File: src/rtl/fft2d_seq.sv
// Sequences one N-point streaming FFT core over the rows and then the columns of an
// N x N frame held in a single working RAM, then streams the result out row-major.
module fft2d_seq #(
  parameter int N       = 32,
  parameter int LOG2N   = 5,
  parameter int AW      = 10,
  parameter int TIMEOUT = 4096
) (
  input  logic             clk,
  input  logic             reset,
  input  logic             go,
  input  logic             fwd_inv,
  input  logic             in_valid,
  input  logic [31:0]      in_re,
  input  logic [31:0]      in_im,
  output logic             in_ready,
  output logic             busy,
  output logic             done,
  output logic             err,
  output logic [AW-1:0]    ram_addr,
  output logic             ram_we,
  output logic [63:0]      ram_din,
  input  logic [63:0]      ram_dout,
  output logic             fft_start,
  output logic             fft_fwd_inv,
  output logic             fft_xn_valid,
  output logic [31:0]      fft_xn_re,
  output logic [31:0]      fft_xn_im,
  input  logic             fft_dv,
  input  logic [LOG2N-1:0] fft_xk_index,
  input  logic [31:0]      fft_xk_re,
  input  logic [31:0]      fft_xk_im,
  output logic             out_valid,
  output logic             out_last,
  output logic [AW-1:0]    out_index,
  output logic [31:0]      out_re,
  output logic [31:0]      out_im
);

  localparam logic [2:0] S_IDLE   = 3'd0;
  localparam logic [2:0] S_IN     = 3'd1;
  localparam logic [2:0] S_LOAD   = 3'd2;
  localparam logic [2:0] S_UNLOAD = 3'd3;
  localparam logic [2:0] S_OUT    = 3'd4;

  localparam int            CW  = AW + 1;
  localparam int            WDW = $clog2(TIMEOUT + 1);
  localparam logic [CW-1:0] NN  = CW'(N * N);

  logic [2:0]       r_state;
  logic             r_pass;
  logic [LOG2N-1:0] r_line;
  logic [LOG2N-1:0] r_k;
  logic [LOG2N-1:0] r_beat;
  logic [CW-1:0]    r_cnt;
  logic [WDW-1:0]   r_wdog;
  logic             r_err;
  logic             r_dir;
  logic             r_done;
  logic             r_start;
  logic             r_xn_vld;
  logic             r_out_vld;
  logic [AW-1:0]    r_out_idx;

  logic w_in_wr;
  logic w_un_wr;

  // N is a power of two, so line*N+idx is a concatenation; the column pass swaps the halves.
  function automatic logic [AW-1:0] f_addr(input logic col, input logic [LOG2N-1:0] ln,
                                           input logic [LOG2N-1:0] idx);
    return col ? {idx, ln} : {ln, idx};
  endfunction

  assign w_in_wr = (r_state == S_IN) && in_valid;
  assign w_un_wr = (r_state == S_UNLOAD) && fft_dv;
  assign ram_we  = !reset && (w_in_wr || w_un_wr);

  always_comb begin
    ram_addr = '0;
    ram_din  = '0;
    case (r_state)
      S_IN: begin
        ram_addr = r_cnt[AW-1:0];
        if (in_valid) ram_din = {in_re, in_im};
      end
      S_LOAD:   ram_addr = f_addr(r_pass, r_line, r_k);
      S_UNLOAD: if (fft_dv) begin
        ram_addr = f_addr(r_pass, r_line, fft_xk_index);
        ram_din  = {fft_xk_re, fft_xk_im};
      end
      S_OUT:    ram_addr = r_cnt[AW-1:0];
      default: ;
    endcase
  end

  assign in_ready     = (r_state == S_IN);
  assign busy         = (r_state != S_IDLE);
  assign done         = r_done;
  assign err          = r_err;
  assign fft_start    = r_start;
  assign fft_fwd_inv  = r_dir;
  assign fft_xn_valid = r_xn_vld;
  assign fft_xn_re    = r_xn_vld ? ram_dout[63:32] : '0;
  assign fft_xn_im    = r_xn_vld ? ram_dout[31:0]  : '0;
  assign out_valid    = r_out_vld;
  assign out_index    = r_out_idx;
  assign out_last     = r_out_vld && (r_out_idx == AW'(N * N - 1));
  assign out_re       = r_out_vld ? ram_dout[63:32] : '0;
  assign out_im       = r_out_vld ? ram_dout[31:0]  : '0;

  always_ff @(posedge clk) begin
    if (reset) begin
      r_state   <= S_IDLE;
      r_pass    <= 1'b0;
      r_line    <= '0;
      r_k       <= '0;
      r_beat    <= '0;
      r_cnt     <= '0;
      r_wdog    <= '0;
      r_err     <= 1'b0;
      r_dir     <= 1'b0;
      r_done    <= 1'b0;
      r_start   <= 1'b0;
      r_xn_vld  <= 1'b0;
      r_out_vld <= 1'b0;
      r_out_idx <= '0;
    end else begin
      r_done    <= 1'b0;
      r_out_vld <= 1'b0;
      // RAM read latency: the core sees each load beat one cycle after its address.
      r_xn_vld  <= (r_state == S_LOAD);
      r_start   <= (r_state == S_LOAD) && (r_k == '0);
      case (r_state)
        S_IDLE: if (go) begin
          r_err   <= 1'b0;
          r_dir   <= fwd_inv;
          r_pass  <= 1'b0;
          r_line  <= '0;
          r_cnt   <= '0;
          r_state <= S_IN;
        end
        S_IN: if (in_valid) begin
          r_cnt <= r_cnt + 1'b1;
          if (r_cnt == NN - 1'b1) begin
            r_k     <= '0;
            r_state <= S_LOAD;
          end
        end
        S_LOAD: begin
          r_k <= r_k + 1'b1;
          if (r_k == LOG2N'(N - 1)) begin
            r_beat  <= '0;
            r_wdog  <= '0;
            r_state <= S_UNLOAD;
          end
        end
        S_UNLOAD: if (fft_dv) begin
          r_wdog <= '0;
          r_beat <= r_beat + 1'b1;
          if (r_beat == LOG2N'(N - 1)) begin
            if (r_line != LOG2N'(N - 1)) begin
              r_line  <= r_line + 1'b1;
              r_state <= S_LOAD;
            end else if (!r_pass) begin
              r_pass  <= 1'b1;
              r_line  <= '0;
              r_state <= S_LOAD;
            end else begin
              r_cnt   <= '0;
              r_state <= S_OUT;
            end
          end
        end else begin
          r_wdog <= r_wdog + 1'b1;
          if (r_wdog == WDW'(TIMEOUT - 1)) begin
            r_err   <= 1'b1;
            r_state <= S_IDLE;
          end
        end
        S_OUT: if (r_cnt == NN) begin
          r_done  <= 1'b1;
          r_state <= S_IDLE;
        end else begin
          r_out_vld <= 1'b1;
          r_out_idx <= r_cnt[AW-1:0];
          r_cnt     <= r_cnt + 1'b1;
        end
        default: r_state <= S_IDLE;
      endcase
    end
  end

endmodule

File: config.mk
export PLATFORM = sky130hd
export DESIGN_NAME = fft2d_seq
export DESIGN_NICKNAME = d
export VERILOG_FILES = /design/src/rtl/fft2d_seq.sv
export SDC_FILE = /design/constraint.sdc
export NUM_CORES = 1
export LEC_CHECK = 0
export BUFFER_PORTS_ARGS = -buffer_cell sky130_fd_sc_hd__buf_2
export CAP_MARGIN = 25
export CORE_AREA = 2 2 166 168
export DETAILED_ROUTE_END_ITERATION = 8
export DIE_AREA = 0 0 168 170
export PLACE_DENSITY_LB_ADDON = 0.12
export SYNTH_ARGS = -nofsm -noshare
export SYNTH_HDL_FRONTEND = slang
export SYNTH_SLANG_ARGS = --single-unit
File: constraint.sdc
create_clock -name clk -period 2.38 [get_ports clk]
set_input_delay 0 -clock clk [delete_from_list [all_inputs] [get_ports clk]]
set_output_delay 0 -clock clk [all_outputs]
set_load 0.05 [all_outputs]
==> run_results.csv <==
group,metric,value,unit
setup_path,arrival,2280,ps
synthesis,yosysSeqAreaShare,24.7,%
run,max_cap_viol_count,0,
placed_design,dp_hpwl,22100,µm
timing,fin_setup_tns,0,ps
cts,cts_sinks,59,
timing,hold_viol_final,0,
synthesis,synth-seq-cells,59,
synthesis,synth-async-reset-ratio,0,%
floorplanning,fp.dieW,168,µm
power,pwr_density_cell,702,nW/µm²
routing,drt_pre_antenna_iters,4,
final_layout,nFillCells,2964,
synthesis,synth_area,4780,µm²
synthesis,synthTopCellsByCount,"134 x and2_1, 64 x a22o_1, 59 x dfxtp_1",
global_routing,first_global_vias,5959,
final_layout,register_area,1190,µm²
timing,setup-violations-final,0,
setup_path,rrSetupSlack,180,ps
setup_path,startpoint_type,"flop",
power,p_leak,4.17,nW
run_status,status,"complete, no violations",
synthesis,synth_ff_type,"dfxtp_1",
power,max-vdd-ir-drop,333,µV
placed_design,placed_area,7490,µm²
routing,post-route-drc-count,0,
final_layout,multi_input_area,3390,µm²
routing,wl,26400,µm
global_routing,grt.overflow.total,0,
synthesis,synth.top_cell.area_share,24.7,%
final_layout,syn_to_final_growth,66.1,%
cts,path_clk_slew,60,ps
setup_path,required,2380,ps
global_routing,grt_pass1_wl,37200,µm
synthesis,yosysWarnings,0,
placed_design,gp_congestion,0.867,
synthesis,synth_edf_count,0,
global_routing,grt_usage,17.4,%
synthesis,synthCells,636,
final_layout,fin_util,29.8,%
setup_path,reg2reg_to,"r_state[0]",
setup_path,rr_worst_depth,8,
global_routing,antenna_found_initial,6,
synthesis,ys_types,58,
floorplanning,initial_utilization,18.0,%
cts,cts-root-buf,"clkbuf_16",
floorplanning,io_pins,425,
routing,vias,6403,
synthesis,synth_area_leader_cell,"dfxtp_1",
floorplanning,die-area,28600,µm²
min_path,hold_path_depth,4,
synthesis,synth_most_common_cell,"and2_1",
min_path,holdPathEnd,"r_state[1]",
global_routing,grt_max_degree,66,
cts,cts_tree,"done",
routing,ant_nets,0,
cts,cts_buffers,9,
routing,drt_iter0_drc,195,
final_layout,final_cell_area,7950,µm²
setup_path,path_class,"flop to primary output",
routing,viasPerCell,4.53,
setup_path,r2r_start,"r_k[0]",
placed_design,port_buffers,424,
timing,relSlewSlack,50.8,%
floorplanning,rows,60,
final_layout,layout-drive-gt1-share,47.5,%
synthesis,syn_area_per_cell,7.52,µm²
timing,fin_skew,11.8,ps
synthesis,synthTopCellsByArea,"dfxtp_1 25%, and2_1 18%, a22o_1 12%",
floorplanning,die_h,170,µm
timing,fmax,439,MHz
timing,min_period,2280,ps
timing,whs,191,ps
final_layout,nets,1279,
min_path,hold_path_class,"input port to flop",
cts,cts_buffer_depth,2,
min_path,min_from,"fft_dv",
timing,slew_viol_final,0,
timing,tightest_slew,738,ps
timing,fin_crit_sh,95.6,%
routing,post_drt_wl_per_cell,18.6,µm
cts,htreeDepth,3,
synthesis,synth_fp_nets,849,
floorplanning,core_area,26700,µm²
timing,worst_slack,104,ps
cts,clk_latency,340,ps
setup_path,critPathMaxFanout,16,
setup_path,cp-end-kind,"primary output",
placed_design,dp_worst_setup_slack,57.7,ps
==> worst max-delay path: stages (launching register included) <==
cell and delay, ps:
dfxtp_2 530, buf_4 220, nor3b_2 50, buf_4 170, buf_4 130, a22oi_1 320
a21oi_1 130, a21o_1 170, buf_2 200
==> sequential cells by signal, summed over array words and instances, names as in the netlist <==
name	flops
r_wdog	13
r_line	5
fft_fwd_inv	1
r_cnt	11
r_pass	1
done	1
out_valid	1
fft_start	1
fft_xn_valid	1
err	1
out_index	10
r_k	5
r_state	3
r_beat	5
==> cells in the final DEF, fill, tap and decap left out, types with 10 or more instances in the layout <==
cell type  synthesis  layout
buf_2             11     420
dfxtp_1           59      54
nand4_1           10      10
nor2_1            51      51
o21ai_0           14      14
and2_1           134     134
nand2_1           30      29
nand3_1           19      19
nor3_1            14      14
a22o_1            64      64
a21oi_1           42      42
buf_4              2      44
==> metal layers <==
| layer | track usage [%] | routed length, µm | up-vias |
|---|---|---|---|
| met1 | 17.6 | 9540 | 2883 |
| met2 | 33.8 | 14100 | 324 |
| met4 | 7.98 | 1120 | 0 |
| met5 | 0 | 0 | - |
| li1 | - | - | 3159 |
| met3 | 3.84 | 1660 | 37 |
==> what timing repair did <==
action | 4_1_cts | 5_1_grt
hold endpoints to repair | 2 | 0
setup buffers | 0 | 5
hold buffers | 3 | 0
gates resized for setup | 4 | 11
cloned | 0 | 0
pin swaps | 0 | 1
endpoints found under the setup margin | 16 | 17
==> worst max path at each step <==
stage,from,depth (start not counted),to,slack (ps)
after global placement,r_beat[0],9,r_line[3],100
after detailed placement,r_beat[0],9,r_line[3],60
after global routing,r_beat[1],9,r_line[3],-20
after CTS,r_state[2],7,ram_addr[8],50
after floorplan,r_state[1],6,ram_addr[0],170
final,r_state[2],8,ram_addr[5],100
==> metrics by stage <==
step | std cells | total power, mW
6_report | 1415 | 5.58
2_1_floorplan | 636 | 3.10
5_1_grt | 1415 | 5.87
3_5_place_dp | 1388 | 4.04
4_1_cts | 1407 | 5.55
3_3_place_gp | 1388 | 4.06
==> where the power goes <==
part | switching, mW | internal, mW | total [mW]
combinational | 2.07 | 0.933 | 3.00
sequential | 0.0897 | 1.04 | 1.13
clock | 0.486 | 0.972 | 1.46
==> logic make-up (layout without fill, tap and decap cells) <==
group / Yosys count / count (layout) / synth area share (%)
compound gates: 179 / 179 / 26.7
xor+xnor: 4 / 4 / 0.732
fa+ha+maj: 10 / 10 / 2.62
buf+inv: 63 / 498 / 5.39
flops: 59 / 59 / 24.7
mux: 10 / 10 / 2.20
other cells: 0 / 3 / 0
simple gates: 311 / 311 / 37.7
==> area by class of cell <==
type	instances	area share, %
Antenna cell	3	0.0945
Clock buffer	12	3.23
Clock inverter	4	0.913
Inverter	7	0.331
Multi-Input combinational cell	514	42.7
Sequential cell	59	14.9
Tap cell	341	5.37
Timing Repair Buffer	475	32.4
(Power assumes the default switching activity.)
